## config.mk

```make
export PLATFORM = sky130hd
export DESIGN_NAME = delay_tap_ctrl
export DESIGN_NICKNAME = d
export VERILOG_FILES = /design/src/rtl/delay_tap_ctrl_pkg.sv /design/src/rtl/delay_tap_ctrl_sync2.sv /design/src/rtl/delay_tap_ctrl.sv
export SDC_FILE = /design/constraint.sdc
export NUM_CORES = 1
export LEC_CHECK = 0
export CORE_UTILIZATION = 49
export DETAILED_ROUTE_END_ITERATION = 7
export GPL_TIMING_DRIVEN = 0
export PLACE_DENSITY = 0.73
export REMOVE_ABC_BUFFERS = 1
export SYNTH_ARGS = -nofsm -noshare
export SYNTH_HDL_FRONTEND = slang
export SYNTH_SLANG_ARGS = --single-unit
```

## constraint.sdc

```tcl
create_clock -name clk -period 2.03 [get_ports clk]
set_input_delay 0.406 -clock clk [delete_from_list [all_inputs] [get_ports clk]]
set_output_delay 0.406 -clock clk [all_outputs]
set_load 0.05 [all_outputs]
```

## src/rtl/delay_tap_ctrl_pkg.sv

```systemverilog
// Shared types and constants for the delay-chain tap calibration controller.
package delay_tap_pkg;

    typedef enum logic [2:0] {
        S_IDLE,
        S_CLEAR,
        S_SETTLE,
        S_LAUNCH,
        S_MEASURE,
        S_EVAL,
        S_DONE
    } state_t;

    // Cycles added to a tap's arrival time by the chain_o synchroniser.
    localparam int unsigned SYNC_LAT = 2;

endpackage

```

## src/rtl/delay_tap_ctrl_sync2.sv

```systemverilog
// Two-flop synchroniser for a single asynchronous input; both flops clear to 0.
module sync2 (
    input  logic clk,
    input  logic rst,
    input  logic d,
    output logic q
);

    logic meta;

    always_ff @(posedge clk or posedge rst) begin
        if (rst) begin
            meta <= 1'b0;
            q    <= 1'b0;
        end else begin
            meta <= d;
            q    <= meta;
        end
    end

endmodule

```

## src/rtl/delay_tap_ctrl.sv

```systemverilog
// Calibrates an external tapped delay chain: measures each tap's launch-to-arrival
// latency and linearly searches for the shortest tap that meets a target.
module delay_tap_ctrl
    import delay_tap_pkg::*;
#(
    parameter int unsigned NTAP       = 16,
    parameter int unsigned TW         = 4,
    parameter int unsigned CW         = 8,
    parameter int unsigned TMAX       = 255,
    parameter int unsigned CLR_CYC    = 4,
    parameter int unsigned SETTLE_CYC = 2,
    parameter logic        RPOL       = 1'b1
) (
    input  logic          clk,
    input  logic          rst,
    input  logic          start,
    input  logic [CW-1:0] target,
    output logic          chain_i,
    output logic          chain_rst,
    output logic [TW-1:0] tap_sel,
    input  logic          chain_o,
    output logic          busy,
    output logic          done,
    output logic          found,
    output logic [CW-1:0] meas
);

    state_t        state, nxt;
    logic [CW-1:0] cnt;
    logic [CW-1:0] mres;
    logic [CW-1:0] tgt;
    logic          arrived;

    sync2 u_sync (
        .clk (clk),
        .rst (rst),
        .d   (chain_o),
        .q   (arrived)
    );

    always_ff @(posedge clk or posedge rst) begin
        if (rst) state <= S_IDLE;
        else     state <= nxt;
    end

    always_comb begin
        nxt = state;
        case (state)
            S_IDLE:    if (start) nxt = S_CLEAR;
            S_CLEAR:   if (cnt == CW'(CLR_CYC - 1)) nxt = S_SETTLE;
            S_SETTLE:  if (cnt == CW'(SETTLE_CYC - 1)) nxt = S_LAUNCH;
            S_LAUNCH:  nxt = S_MEASURE;
            S_MEASURE: if (arrived || cnt == CW'(TMAX - 1)) nxt = S_EVAL;
            S_EVAL: begin
                if (mres >= tgt || tap_sel == TW'(NTAP - 1)) nxt = S_DONE;
                else                                          nxt = S_CLEAR;
            end
            S_DONE:    nxt = S_IDLE;
            default:   nxt = S_IDLE;
        endcase
    end

    // Outputs are registered from the next state so they change on the same edge
    // as the state. cnt keeps running from LAUNCH into MEASURE, so during cycle
    // L+j it holds j and the latency at the exit edge is cnt+1.
    always_ff @(posedge clk or posedge rst) begin
        if (rst) begin
            chain_i   <= 1'b0;
            chain_rst <= RPOL;
            tap_sel   <= '0;
            busy      <= 1'b0;
            done      <= 1'b0;
            found     <= 1'b0;
            meas      <= '0;
            cnt       <= '0;
            mres      <= '0;
            tgt       <= '0;
        end else begin
            chain_i   <= (nxt inside {S_LAUNCH, S_MEASURE});
            chain_rst <= (nxt inside {S_SETTLE, S_LAUNCH, S_MEASURE, S_EVAL}) ? ~RPOL : RPOL;
            busy      <= (nxt != S_IDLE);
            done      <= (nxt == S_DONE);

            if (state == S_IDLE || (nxt != state && state != S_LAUNCH)) cnt <= '0;
            else                                                          cnt <= cnt + 1'b1;

            if (state == S_MEASURE) mres <= cnt + 1'b1;

            case (state)
                S_IDLE: begin
                    if (start) begin
                        tgt     <= target;
                        tap_sel <= '0;
                        found   <= 1'b0;
                        meas    <= '0;
                    end
                end
                S_EVAL: begin
                    meas  <= mres;
                    found <= (mres >= tgt);
                    if (nxt == S_CLEAR) tap_sel <= tap_sel + 1'b1;
                end
                default: ;
            endcase
        end
    end

endmodule

```

### Word level (Yosys, flattened, before mapping)

Index checks and enable logic that the tools add are counted.

| cells by class | value |
|---|---|
| equal/unequal tests | 19 |
| multiply operators | 0 |
| reductions and logical operators | 12 |
| div/mod/pow operators | 0 |
| $add $sub $neg | 2 |
| shift operators | 0 |
| multiplexer cells | 15 |
| bitwise operators | 0 |
| magnitude comparators | 1 |

Operators with widths:

| operator | number |
|---|---|
| case mux 3 bit (6 select lines) | 1 |
| 2-to-1 mux 8 bit | 2 |
| case mux 8 bit (2 select lines) | 1 |
| == test 3 bit, second input constant | 5 |
| 2-to-1 mux 3 bit | 5 |
| == test 3 x 2 -> 1 bit, second input constant | 4 |
| adder 8 x 1 -> 8 bit, second input constant | 1 |
| == test 8 x 1 -> 1 bit, second input constant | 1 |
| == test 8 x 2 -> 1 bit, second input constant | 1 |
| == test 8 bit, second input constant | 1 |
| greater-or-equal comparator 8 bit | 1 |
| 2-to-1 mux 4 bit | 2 |
| case mux 4 bit (2 select lines) | 1 |
| == test 3 x 1 -> 1 bit, second input constant | 2 |
| adder 4 x 1 -> 4 bit, second input constant | 1 |
| == test 4 bit, second input constant | 1 |
| inequality test 2 bit, second input constant | 2 |
| AND reduction 2 bit | 2 |
| nonzero test 2 bit | 2 |
| nonzero test 4 bit | 1 |
| zero test 3 bit | 1 |
| logical OR 1 bit | 3 |
| inequality test 3 x 2 -> 1 bit, second input constant | 1 |
| inequality test 3 bit | 1 |
| 5 further kinds | 6 |

| storage, ports and cells | value |
|---|---|
| memory bits (read-only) | 0 |
| RAM bits | 0 |
| logic and storage cells | 62 |
| register bits after elaboration | 46 |
| memories kept | 0 |
| latch bits | 0 |
| output and inout port bits | 17 |

### Depth between registers and ports, before layout

| depth | value |
|---|---|
| depth after elaboration | 8 |
| depth in mapped cells | 7 |

### Cells and area by module

Synthesis repeated with hierarchy kept, for this count alone.

| second synthesis, totals | value |
|---|---|
| cells, all modules | 205 |
| area total of the unflattened synthesis | 2,103.3 µm² |

Modules (own cells, without submodules):

| module | times used | sequential area each (µm²) | area each (µm²) | cells each |
|---|---|---|---|---|
| delay_tap_ctrl | 1 | 1,102.3 | 2,049.5 | 202 |
| sync2 | 1 | 50.0 | 53.8 | 3 |

### Worst setup path after synthesis

No wires, ideal clock.

| path | value |
|---|---|
| path type | register to register |
| start point | register mres[2] |
| end point | register busy |
| data arrival time | 1,931 ps |
| path buffers | 0 |
| slack | -32 ps |
| period minus slack after synthesis | 2,062 ps |
| library setup time | 132 ps |
| required time | 1,898 ps |
| cell stages (with the launch flop) | 7 |
| cells stage by stage | dfrtp_1 > ha_1 > or4_1 > a21oi_2 > o31ai_4 > o21a_1 > or3b_1 |

| between the ends | value |
|---|---|
| longest elaborated chain between the ends | 5 |

RTL lines:

| what | RTL line | source |
|---|---|---|
| start: declaration | delay_tap_ctrl.sv:30 | `logic [CW-1:0] mres;` |
| start signal: assignment | delay_tap_ctrl.sv:87 | `if (state == S_MEASURE) mres <= cnt + 1'b1;` |
| greater-or-equal comparator 8 bit | delay_tap_ctrl.sv:55 | `if (mres >= tgt \|\| tap_sel == TW'(NTAP - 1)) nxt = S_DONE;` |
| logical OR 1 bit | delay_tap_ctrl.sv:55 |  |
| 2-to-1 mux 3 bit | delay_tap_ctrl.sv:55 |  |
| case mux 3 bit (6 select lines) | delay_tap_ctrl.sv:48 | `case (state)` |
| nonzero test 3 bit | delay_tap_ctrl.sv:81 | `busy <= (nxt != S_IDLE);` |
| end signal: assignment | delay_tap_ctrl.sv:81 |  |
| end: declaration | delay_tap_ctrl.sv:22 | `output logic busy,` |

No other way between the ends.
A chain may end at the register's enable or synchronous reset.

### Worst setup path after layout

| path | value |
|---|---|
| start point | register mres[3] |
| end point | register cnt[3] |

| between the ends | value |
|---|---|
| longest elaborated chain between the ends | 8 |

RTL lines:

| what | RTL line | source |
|---|---|---|
| greater-or-equal comparator 8 bit | delay_tap_ctrl.sv:55 |  |
| logical OR 1 bit | delay_tap_ctrl.sv:55 |  |
| 2-to-1 mux 3 bit | delay_tap_ctrl.sv:55 |  |
| case mux 3 bit (6 select lines) | delay_tap_ctrl.sv:48 |  |
| inequality test 3 bit | delay_tap_ctrl.sv:84 | `if (state == S_IDLE \|\| (nxt != state && state != S_LAUNCH)) cnt <= '0;` |
| logical AND 1 bit | delay_tap_ctrl.sv:84 |  |
| logical OR 1 bit | delay_tap_ctrl.sv:84 |  |
| 2-to-1 mux 8 bit | delay_tap_ctrl.sv:84 |  |
| end signal: assignment | delay_tap_ctrl.sv:85 | `else cnt <= cnt + 1'b1;` |
| end: declaration | delay_tap_ctrl.sv:29 | `logic [CW-1:0] cnt;` |

No other way between the ends.

==> qor.log <==
INFO  power_and_ir_drop net-switching-power=1.49mW
INFO  sta            layout_worst_path_cycle_share=106%
INFO  placed_design  post-place-cells=274
INFO  power_and_ir_drop power.switching_fraction=40.0%
INFO  power_and_ir_drop cell_internal_pwr=2.24mW
INFO  power_and_ir_drop seq_power_share=35.9%
INFO  setup_path     critical_path_top_delay_cell=or4_4
INFO  layout         final_layout_size_suffix_gt1_share=21.9%
INFO  detailed_routing detail_route.drc_violations=0
INFO  layout         n_antenna_cell=0
INFO  setup_path     critPathKind=flip-flop to flip-flop
INFO  setup_path     crit_required=2.20ns
INFO  clock_tree     clock_insertion_delay_at_the_later_pin_of_the_skew_report=0.30ns
INFO  floorplanning  floorplan.core_area=4120µm²
INFO  clock_tree     cts_tree=built
INFO  global_routing antenna_found_initial=0
INFO  global_routing grt_max_degree=31
INFO  global_routing grt_pass1_wl=7.16mm
INFO  placed_design  placement.io_buffers=28
INFO  floorplanning  die_h=68.4µm
INFO  placed_design  dpl_worst_slack=-0.217ns
INFO  synthesis      yosys.cell_types.count=46
INFO  setup_path     max_stage_delay=0.53ns
INFO  setup_path     crit_path_max_fanout=8
INFO  synthesis      yosys_most_used_dff=dfrtp_1
INFO  clock_tree     cts_sinks=46
INFO  clock_tree     cts.reportedPaths.clkPinSlew=0.08ns
INFO  sta            report.final.setup_viol=14
INFO  synthesis      synth_enable_flop_cells=0
INFO  sta            finalWorstSetupSlack=-0.128ns
INFO  clock_tree     ctsHtreeMaxLevel=2
INFO  floorplanning  fp.dieArea=4670µm²
INFO  detailed_routing detail_route.vias_per_cell=5.38
INFO  floorplanning  effective_utilization_at_floorplan=52.4%
INFO  power_and_ir_drop power_per_cell_area=1330nW/µm²
INFO  clock_tree     cts-root-to-sink-buffers=2
INFO  synthesis      synth_area=2160µm²
INFO  layout         flow.area_growth_from_synthesis=30.5%
INFO  layout         fin_cells=297
INFO  detailed_routing drt_first_iter_violations=71
INFO  setup_path     critical_path.startpoint_type=flip-flop
INFO  global_routing globalRouteOverflowTotal=0
INFO  synthesis      synthesis.area_per_instance=10.7µm²
INFO  floorplanning  io_pins=29
INFO  setup_path     r2r_setup_slack=-0.13ns
INFO  power_and_ir_drop comb_power_share=48.9%
INFO  global_routing grt.total_usage=21.4%
INFO  detailed_routing final_antenna_net_count=0
INFO  status         violations=negative setup slack
INFO  clock_tree     clockRootBuffer=clkbuf_8
INFO  sta            timing_hold_violations_final=0
INFO  setup_path     setup.worst_path.end_class=flip-flop
INFO  sta            worst_pin_slew=0.636ns
INFO  synthesis      synth-seq-cells=46
INFO  power_and_ir_drop power_frac_clock=15.2%
INFO  layout         nets=270
INFO  floorplanning  floorplan.die.width=68.4µm
INFO  synthesis      synth-async-reset-ratio=100%
INFO  status         status=complete, but fails checks
INFO  synthesis      ys.warnings.count=0
INFO  flow_run       drv.max_cap_violation_count=0
INFO  sta            post-route-min-period=2.16ns
INFO  sta            final_max_slew_viol_count=0
INFO  setup_path     cp.arrival=2.33ns
INFO  placed_design  hpwlAfterDp=2.99mm
INFO  power_and_ir_drop static-leakage-power=1.29nW
INFO  sta            max_slew_margin=57.5%
INFO  global_routing grt_pass1_vias=1507
INFO  worst_hold_path class_of_the_most_critical_hold_timing_path=flip-flop to flip-flop
INFO  detailed_routing firstDrtPassIters=5
INFO  synthesis      yosysSeqAreaShare=53.4%
INFO  sta            finalClockSkew=0.00530ns
INFO  synthesis      netlist_instances=202
INFO  layout         finalCoreUtilization=68.4%
INFO  floorplanning  fp_rows=23
INFO  sta            grt_setup_unrepaired=yes
INFO  clock_tree     cts_made_buffers=5
INFO  layout         leading_cell_types_in_the_layout_fill_and_taps_excluded=dfrtp_1 (45), clkdlybuf4s50_1 (27), nand2_1 (22)
INFO  detailed_routing routedWlPerCell=15.1µm
INFO  placed_design  place_congestion=0.903
INFO  setup_path     timing.critical_path.cells=ha_4 > or4_4 > a21oi_4 > o31ai_4 > buf_4 > o2111ai_4 > buf_12 > a21oi_2
INFO  detailed_routing num_vias=1597
INFO  sta            holdWs=0.362ns
INFO  power_and_ir_drop power.ir.vdd_worst=901µV
INFO  detailed_routing routed_wl=4.47mm
INFO  layout         layout.cells.most_common=dfrtp_1
INFO  sta            fmax=463MHz
sequential cells by signal, indices dropped and copies added, names as in the netlist:
signal	flops
mres	8
state	3
tap_sel	4
done	1
chain_rst	1
busy	1
found	1
u_sync.meta	1
tgt	8
u_sync.q	1
meas	8
cnt	8
chain_i	1
kinds of logic (layout without fill, tap and decap cells):
| group | Yosys count | count (layout) | synth area share (%) |
|---|---|---|---|
| and+or+nand+nor | 59 | 59 | 14.5 |
| muxes | 3 | 3 | 1.45 |
| xor gates and xnor gates | 6 | 6 | 2.43 |
| adders and majority gates | 12 | 12 | 6.96 |
| buffers and inverters | 22 | 67 | 4.12 |
| DFF | 46 | 46 | 53.4 |
| AOI/OAI and AO/OA | 54 | 54 | 17.2 |
per-layer routing:
metal	GRT usage, %	vias up	part of all wire [%]
li1	-	794	-
met1	29.5	755	48
met2	31.7	40	46
met3	6.00	8	4.4
met4	8.07	0	1.8
met5	0	-	0
synthesized netlist by cell type, drive strengths merged (2+ instances only):
cell type	instances	area [µm²]
dfrtp	45	1130
buf	3	17.5
nand3	6	30.0
clkbuf	5	18.8
o21ai	15	75.1
or3	2	12.5
nand2b	3	18.8
nand2	22	82.6
o21a	2	15.0
mux2i	2	20.0
nand3b	2	15.0
and2	2	12.5
ha	12	150
inv	14	52.6
a21oi	17	88.8
nor2	10	37.5
and3	3	18.8
a22o	8	70.1
xor2	5	43.8
power groups by stage:
stage / sequential (mW) / combinational (mW) / clock (mW)
2_1_floorplan: 1.52 / 0.764 / 0
3_3_place_gp: 1.35 / 1.27 / 0
3_5_place_dp: 1.35 / 1.32 / 0
6_report: 1.34 / 1.83 / 0.569
4_1_cts: 1.33 / 1.50 / 0.587
5_1_grt: 1.37 / 1.98 / 0.639
worst paths after layout:
kind,cells after the start,endpoint,from
min in group asynchronous,2,u_sync.meta$_DFF_PP0_,rst
max in group asynchronous,3,mres[0]$_DFFE_PP0P_,rst
worst min-delay path,0,u_sync.q$_DFF_PP0_,u_sync.meta$_DFF_PP0_
worst min register to register,0,u_sync.q$_DFF_PP0_,u_sync.meta$_DFF_PP0_
worst max-delay path,8,cnt[3]$_DFF_PP0_,mres[3]$_DFFE_PP0P_
worst max register to register,8,cnt[3]$_DFF_PP0_,mres[3]$_DFFE_PP0P_
per-stage QoR:
stage / setup TNS (ns) / total power, mW / area [µm²]
after global placement: -34.79 / 2.62 / 2460
after detailed placement: -2.29 / 2.67 / 2490
after floorplan: -0.0487 / 2.28 / 2120
after CTS: -0.643 / 3.41 / 2650
after global routing: -1.77 / 3.99 / 2820
final: -1.37 / 3.74 / 2820
layout make-up:
cell class | count | area [µm²]
fillers | 314 | 1300
flip-flops and latches | 46 | 1150
multi-input cells | 134 | 1020
repair buffers | 45 | 435
clock buffers | 7 | 86.3
well taps | 50 | 62.6
inverters | 14 | 52.6
clock inverters | 1 | 5.00
worst max-delay path, delay by kind of cell, from the launching register on:
kind            cells  cell delay, ns
compound gates      4            0.57
fa+ha+maj           1            0.18
buf+inv             2            0.35
flops               1            0.43
simple gates        1            0.53
what timing repair did:
action                     CTS  global route
setup endpoints to repair   16            16
hold buffers                 0             0
pin swaps                   10            13
buffers inserted             5            10
gates resized for setup     10            16
No activity file was read; power rests on OpenSTA's default activity.
